## src/rtl/dbg_clk_sweep_pkg.sv

```systemverilog
// dbg_clk_sweep_pkg: shared mode and state encodings for the debug clock sweeper
package dbg_clk_sweep_pkg;
  typedef enum logic [1:0] {MODE_AUTO, MODE_STEP, MODE_HOLD, MODE_RSVD} mode_e;
  typedef enum logic [1:0] {ST_RUN, ST_FREEZE, ST_LOAD} state_e;
endpackage

```

## src/rtl/dbg_clk_div.sv

```systemverilog
// dbg_clk_div: half-period divider producing one registered debug clock
module dbg_clk_div #(
  parameter int CNT_WDH = 17
) (
  input  logic               i_clk,
  input  logic               reset_n,
  input  logic               i_run,
  input  logic               i_clr,
  input  logic [CNT_WDH-1:0] i_lim,
  output logic               o_clk
);
  logic [CNT_WDH-1:0] cnt, lim_m1;
  // a zero limit behaves like one so the clock still runs at i_clk/2
  assign lim_m1 = i_lim == '0 ? '0 : i_lim - 1'b1;
  always_ff @(posedge i_clk or negedge reset_n) begin
    if (!reset_n) begin
      cnt   <= '0;
      o_clk <= 1'b0;
    end else if (i_clr) begin
      cnt   <= '0;
      o_clk <= 1'b0;
    end else if (i_run) begin
      cnt   <= cnt == lim_m1 ? '0 : cnt + 1'b1;
      o_clk <= cnt == lim_m1 ? ~o_clk : o_clk;
    end
  end
endmodule

```

## src/rtl/dbg_clk_sweep.sv

```systemverilog
// dbg_clk_sweep: mixed-radix sweep of divider settings across NUM_CLKS debug clocks
module dbg_clk_sweep
  import dbg_clk_sweep_pkg::*;
#(
  parameter int NUM_CLKS  = 4,
  parameter int NUM_LIMS  = 7,
  parameter int IDX_WDH   = 3,
  parameter int CNT_WDH   = 17,
  parameter logic [NUM_LIMS*CNT_WDH-1:0] LIM_TABLE =
    {17'd65536, 17'd4096, 17'd1024, 17'd64, 17'd16, 17'd4, 17'd2},
  parameter int DWELL_CKS = 250000
) (
  input  logic                        i_clk,
  input  logic                        reset_n,
  input  logic [1:0]                  i_mode,
  input  logic                        i_step,
  input  logic                        i_set,
  input  logic [NUM_CLKS*IDX_WDH-1:0] i_set_idxs,
  output logic [NUM_CLKS-1:0]         o_clk,
  output logic [NUM_CLKS*IDX_WDH-1:0] o_idxs,
  output logic                        o_busy,
  output logic                        o_wrap,
  output logic [7:0]                  o_sweep_cnt
);
  localparam int DW = $clog2(DWELL_CKS);
  localparam logic [IDX_WDH-1:0] DMAX = IDX_WDH'(NUM_LIMS - 1);
  state_e state;
  mode_e mode, mode_q;
  logic [NUM_CLKS*IDX_WDH-1:0] adv_idxs, set_clamp, set_q;
  logic [DW-1:0] dwell;
  logic carry, req_set_q, auto_exp, req;
  assign mode = mode_e'(i_mode);
  always_comb begin
    carry     = 1'b1;
    adv_idxs  = o_idxs;
    set_clamp = i_set_idxs;
    for (int k = 0; k < NUM_CLKS; k++) begin
      adv_idxs[k*IDX_WDH +: IDX_WDH] = !carry ? o_idxs[k*IDX_WDH +: IDX_WDH] :
        o_idxs[k*IDX_WDH +: IDX_WDH] == DMAX ? '0 : o_idxs[k*IDX_WDH +: IDX_WDH] + 1'b1;
      carry = carry && o_idxs[k*IDX_WDH +: IDX_WDH] == DMAX;
      set_clamp[k*IDX_WDH +: IDX_WDH] = i_set_idxs[k*IDX_WDH +: IDX_WDH] > DMAX ? DMAX :
        i_set_idxs[k*IDX_WDH +: IDX_WDH];
    end
  end
  assign auto_exp = mode == MODE_AUTO && mode_q == mode && dwell == DW'(DWELL_CKS - 1);
  assign req      = i_set || auto_exp || (mode == MODE_STEP && i_step);
  always_ff @(posedge i_clk or negedge reset_n) begin
    if (!reset_n) begin
      state       <= ST_RUN;
      mode_q      <= MODE_AUTO;
      o_idxs      <= '0;
      set_q       <= '0;
      req_set_q   <= 1'b0;
      dwell       <= '0;
      o_busy      <= 1'b0;
      o_wrap      <= 1'b0;
      o_sweep_cnt <= '0;
    end else begin
      mode_q <= mode;
      case (state)
        ST_RUN: begin
          dwell <= mode != mode_q ? '0 : mode == MODE_AUTO ? dwell + 1'b1 : dwell;
          if (req) begin
            state     <= ST_FREEZE;
            o_busy    <= 1'b1;
            req_set_q <= i_set;
            set_q     <= set_clamp;
          end
        end
        ST_FREEZE: begin
          state  <= ST_LOAD;
          // digits are stable here, so the wrap pulse can line up with LOAD
          o_wrap <= !req_set_q && carry;
        end
        ST_LOAD: begin
          state       <= ST_RUN;
          o_busy      <= 1'b0;
          o_wrap      <= 1'b0;
          o_idxs      <= req_set_q ? set_q : adv_idxs;
          dwell       <= '0;
          o_sweep_cnt <= o_wrap ? o_sweep_cnt + 1'b1 : o_sweep_cnt;
        end
        default: state <= ST_RUN;
      endcase
    end
  end
  for (genvar k = 0; k < NUM_CLKS; k++) begin : g_div
    dbg_clk_div #(.CNT_WDH(CNT_WDH)) u_div (
      .i_clk  (i_clk),
      .reset_n(reset_n),
      .i_run  (state == ST_RUN),
      .i_clr  (state == ST_LOAD),
      .i_lim  (LIM_TABLE[int'(o_idxs[k*IDX_WDH +: IDX_WDH])*CNT_WDH +: CNT_WDH]),
      .o_clk  (o_clk[k])
    );
  end
endmodule
```

## config.mk

```make
export PLATFORM = sky130hd
export DESIGN_NAME = dbg_clk_sweep
export DESIGN_NICKNAME = d
export VERILOG_FILES = /design/src/rtl/dbg_clk_sweep_pkg.sv /design/src/rtl/dbg_clk_div.sv /design/src/rtl/dbg_clk_sweep.sv
export SDC_FILE = /design/constraint.sdc
export NUM_CORES = 1
export LEC_CHECK = 0
export BUFFER_PORTS_ARGS = -buffer_cell sky130_fd_sc_hd__buf_2
export CAP_MARGIN = 20
export CORE_MARGIN = 2
export CORE_UTILIZATION = 49
export CTS_BUF_LIST = sky130_fd_sc_hd__clkbuf_8
export CTS_CLUSTER_DIAMETER = 30
export DETAILED_ROUTE_END_ITERATION = 8
export PLACE_DENSITY = 0.66
export SKIP_LAST_GASP = 1
export SLEW_MARGIN = 30
export SYNTH_ARGS = -nofsm -noshare
export SYNTH_HDL_FRONTEND = slang
export SYNTH_HIERARCHICAL = 1
export SYNTH_SLANG_ARGS = --single-unit
export TNS_END_PERCENT = 50
```

## constraint.sdc

```tcl
create_clock -name i_clk -period 9.4 [get_ports i_clk]
set_input_delay 0.47 -clock i_clk [delete_from_list [all_inputs] [get_ports i_clk]]
set_output_delay 0.47 -clock i_clk [all_outputs]
set_load 0.02 [all_outputs]
```

==> impl_metrics.tcl <==
set metrics [dict create \
    dp_hpwl_um 18300 \
    seq_power_share_pct 34.8 \
    synth-edff-count 0 \
    clk_path_buf_depth 2 \
    final_util_pct 57.9 \
    die_h_um 145 \
    first_pass_iters 5 \
    portBuffers 43 \
    start_util_pct 50.2 \
    pin_count 44 \
    wl_um 24300 \
    root_buffer "clkbuf_8" \
    relSlewSlack_pct 39.4 \
    grt_first_pass_wirelength_um 41200 \
    wire_per_inst_um 14.6 \
    nets 1418 \
    die_area_um2 21200 \
    rrSetupSlack_ns 5.09 \
    min_period_over_period_pct 45.9 \
    drive_gt1_share_pct 10.0 \
    via_count 8872 \
    cp_top_family "simple AND/OR/NAND/NOR gates" \
    setup_tns_ns 0 \
    worstSkewPairLatency_ns 0.45 \
    crit_end "g_div[3].u_div/cnt[6]$_DFFE_PN0P_" \
    grt_max_degree 76 \
    placed_area_um2 10900 \
    use_met3_pct 4.86 \
    cts_made_buffers 17 \
    timing.final.crit_period_ns 4.31 \
    design_area_um2 11300 \
    r2r_cells 12 \
    gr-max-usage-layer "met2" \
    antenna_found_initial 3 \
    cp_max_fo 15 \
    async_flop_share_pct 100 \
    required_ns 9.70 \
    cts_tree "done" \
    area_growth_pct 15.3 \
    cp_num_cells 12 \
    r2r-end "g_div[3].u_div/cnt[6]$_DFFE_PN0P_" \
    start_kind "register" \
    via_per_inst 5.34 \
    end_kind "register" \
    clock_sinks 129 \
    p_clk_share_pct 19.6 \
    holdWs_ns 0.0565 \
    synth.ff_latch_count 129 \
    grtUsageMet1_pct 33.3 \
    avgSynthCellArea_um2 8.44 \
    timing.rr.start "o_idxs[9]$_DFFE_PN0P_" \
    syn_area_um2 9800 \
    ctsResizeCount 0 \
    cp.arrival_ns 4.62 \
    max_freq_ghz 0.232 \
    worstPathCellList "or2_2 -> nor2_1 -> inv_1 -> ha_1 -> or4b_1 -> or3_1 -> nor3_1 -> o311ai_0 -> a2111o_1 -> or4_4 -> o31ai_4 -> nor3_1" \
    total_power_w 0.00225 \
    yosys_warnings 6 \
    synthCells 1161 \
    drtIter0Drc 540 \
    diodes 0 \
    p_sw_share_pct 44.5 \
    criticalPathCategory "register to register" \
    rsz0062_at_grt "no" \
    ys_types 85 \
    critPathBufInv 1 \
    startpoint "o_idxs[9]$_DFFE_PN0P_" \
    ys_seq_area_share_pct 32.9 \
    use_met2_pct 37.5 \
    grt_util_all_layers_pct 23.7 \
    grt-ovfl-total 0 \
    skew_ns 0.0108 \
    first_global_vias 8339 \
    p_leak_nw 4.93 \
    synth_top_flop_cell "dfrtp_1" \
    p_sw_w 0.00100 \
    design.core.area_um2 19500 \
    postCtsHoldBufs 0 \
    ant_nets 0 \
    drc 0 \
    die_w_um 145 \
    maxSlewViolCount 0 \
    rows 51 \
    hold_violations 0 \
    postCtsSetupRepairBufs 0 \
    status "complete, no violations" \
    setup_viol 0 \
    cp_slowest_cell "or4b_1" \
    irDropWorstVdd_mv 0.140 \
    critPathMaxStageDelay_ns 0.59 \
    gp_congestion 0.887 \
    tightest_slew_ns 0.900 \
    htreeDepth 4 \
    comb_power_share_pct 45.6 \
    hold_path.class "input port to asynchronous set/reset pin" \
    path_common_cell "nor3_1" \
    intPower_w 0.00125 \
    powerDensity_nw_per_um2 199 \
    cts.clk_slew.worst_paths_ns 0.08 \
    maxCapViolations 0 \
]
## worst min-delay path by stage
stage / endpoint / slack [ns]
floorplan: dwell[0]$_DFFE_PN0P_ / 0.17
global placement: o_sweep_cnt[7]$_DFFE_PN0P_ / 0.46
detailed placement: o_sweep_cnt[7]$_DFFE_PN0P_ / 0.46
CTS: o_idxs[10]$_DFFE_PN0P_ / 0.05
global route: g_div[2].u_div/cnt[15]$_DFFE_PN0P_ / 0.08
finish: set_q[11]$_DFFE_PN0P_ / 0.06
## layout by cell type, fill, tap and decap left out, types with 28 or more instances in the layout
master,instances
buf_2,42
inv_1,50
o21ai_0,53
xnor2_1,71
nand2_1,74
nor3_1,56
a21oi_1,46
nor2_1,120
nand4_1,28
conb_1,206
xor2_1,56
nand3_1,50
dfrtp_1,128
or4_1,29
## routing by layer
metal	part of all wire, %	vias to the layer above
met1	49	4181
met2	46	138
met3	3.4	32
met5	0.16	-
li1	-	4515
met4	1.4	6
## cell type report
cell class	count	area [um^2]
fillers	1834	8230
multi-input cells	1137	6930
flip-flops and latches	129	3230
well taps	265	332
repair buffers	48	259
clock buffers	18	248
inverters	50	188
clock inverters	13	115
## flip-flops by register name (all words and copies together) (netlist names)
register / flops
req_set_q: 1
o_sweep_cnt: 8
state: 2
set_q: 12
g_div.u_div/cnt: 68
g_div.u_div/o_clk: 4
mode_q: 2
dwell: 18
o_idxs: 12
o_busy: 1
o_wrap: 1
## logic make-up (layout without fill, tap and decap cells)
group / count (synthesis) / count (layout) / share of synthesized area (%)
AND/OR/NAND/NOR: 525 / 525 / 29.2
XOR/XNOR: 129 / 129 / 11.8
other: 1 / 206 / 0.0382
flip-flops: 129 / 129 / 32.9
multiplexers: 23 / 23 / 2.73
adder cells (fa/ha/maj): 17 / 17 / 2.17
AO/OA/AOI/OAI: 237 / 237 / 16.9
buffers and inverters: 100 / 129 / 4.29
## power groups by stage
stage	clock (W)	combinational [W]	sequential [W]
2_1_floorplan	0	0.000806	0.000756
3_3_place_gp	0	0.00101	0.000788
3_5_place_dp	0	0.00102	0.000791
4_1_cts	0.000459	0.00102	0.000781
5_1_grt	0.000481	0.00116	0.000802
6_report	0.000442	0.00103	0.000784
## synth_stat cells, types with 5 or more instances
library cell  count  area (um^2)
a2111o_1          6         67.6
a211o_1           6         52.6
a211oi_1         14          105
a21o_1            5         37.5
a21oi_1          47          235
a31oi_1          13         81.3
and2_1            8         50.1
and3_1           25          156
clkbuf_1         34          128
clkbuf_2          6         30.0
dfrtp_1         129         3230
ha_1             17          213
inv_1            50          188
mux2_2            9          101
mux2_4            5         75.1
mux2i_1           8         80.1
nand2_1          74          278
nand2b_1         14         87.6
nand3_1          50          250
nand3b_1          5         37.5
nand4_1          28          175
nor2_1          120          450
nor2b_1          11         68.8
nor3_1           56          280
nor3b_1           7         52.6
nor4_1           24          150
o211ai_1          9         67.6
o21ai_0          53          265
o221ai_1          7         61.3
o22ai_1           6         37.5
o31ai_1          17          128
or2_2            11         68.8
or3_1            21          131
or4_1            29          218
or4_2             6         52.6
or4_4             5         56.3
or4b_1            5         50.1
xnor2_1          71          622
xor2_1           56          490
## stage by stage
step	setup slack, ns	std cells
2_1_floorplan	5.47	1366
3_3_place_gp	5.12	1629
3_5_place_dp	5.08	1629
4_1_cts	5.06	1660
5_1_grt	4.74	1660
6_report	5.09	1660
Note: power is estimated with default switching activity, not from simulation.
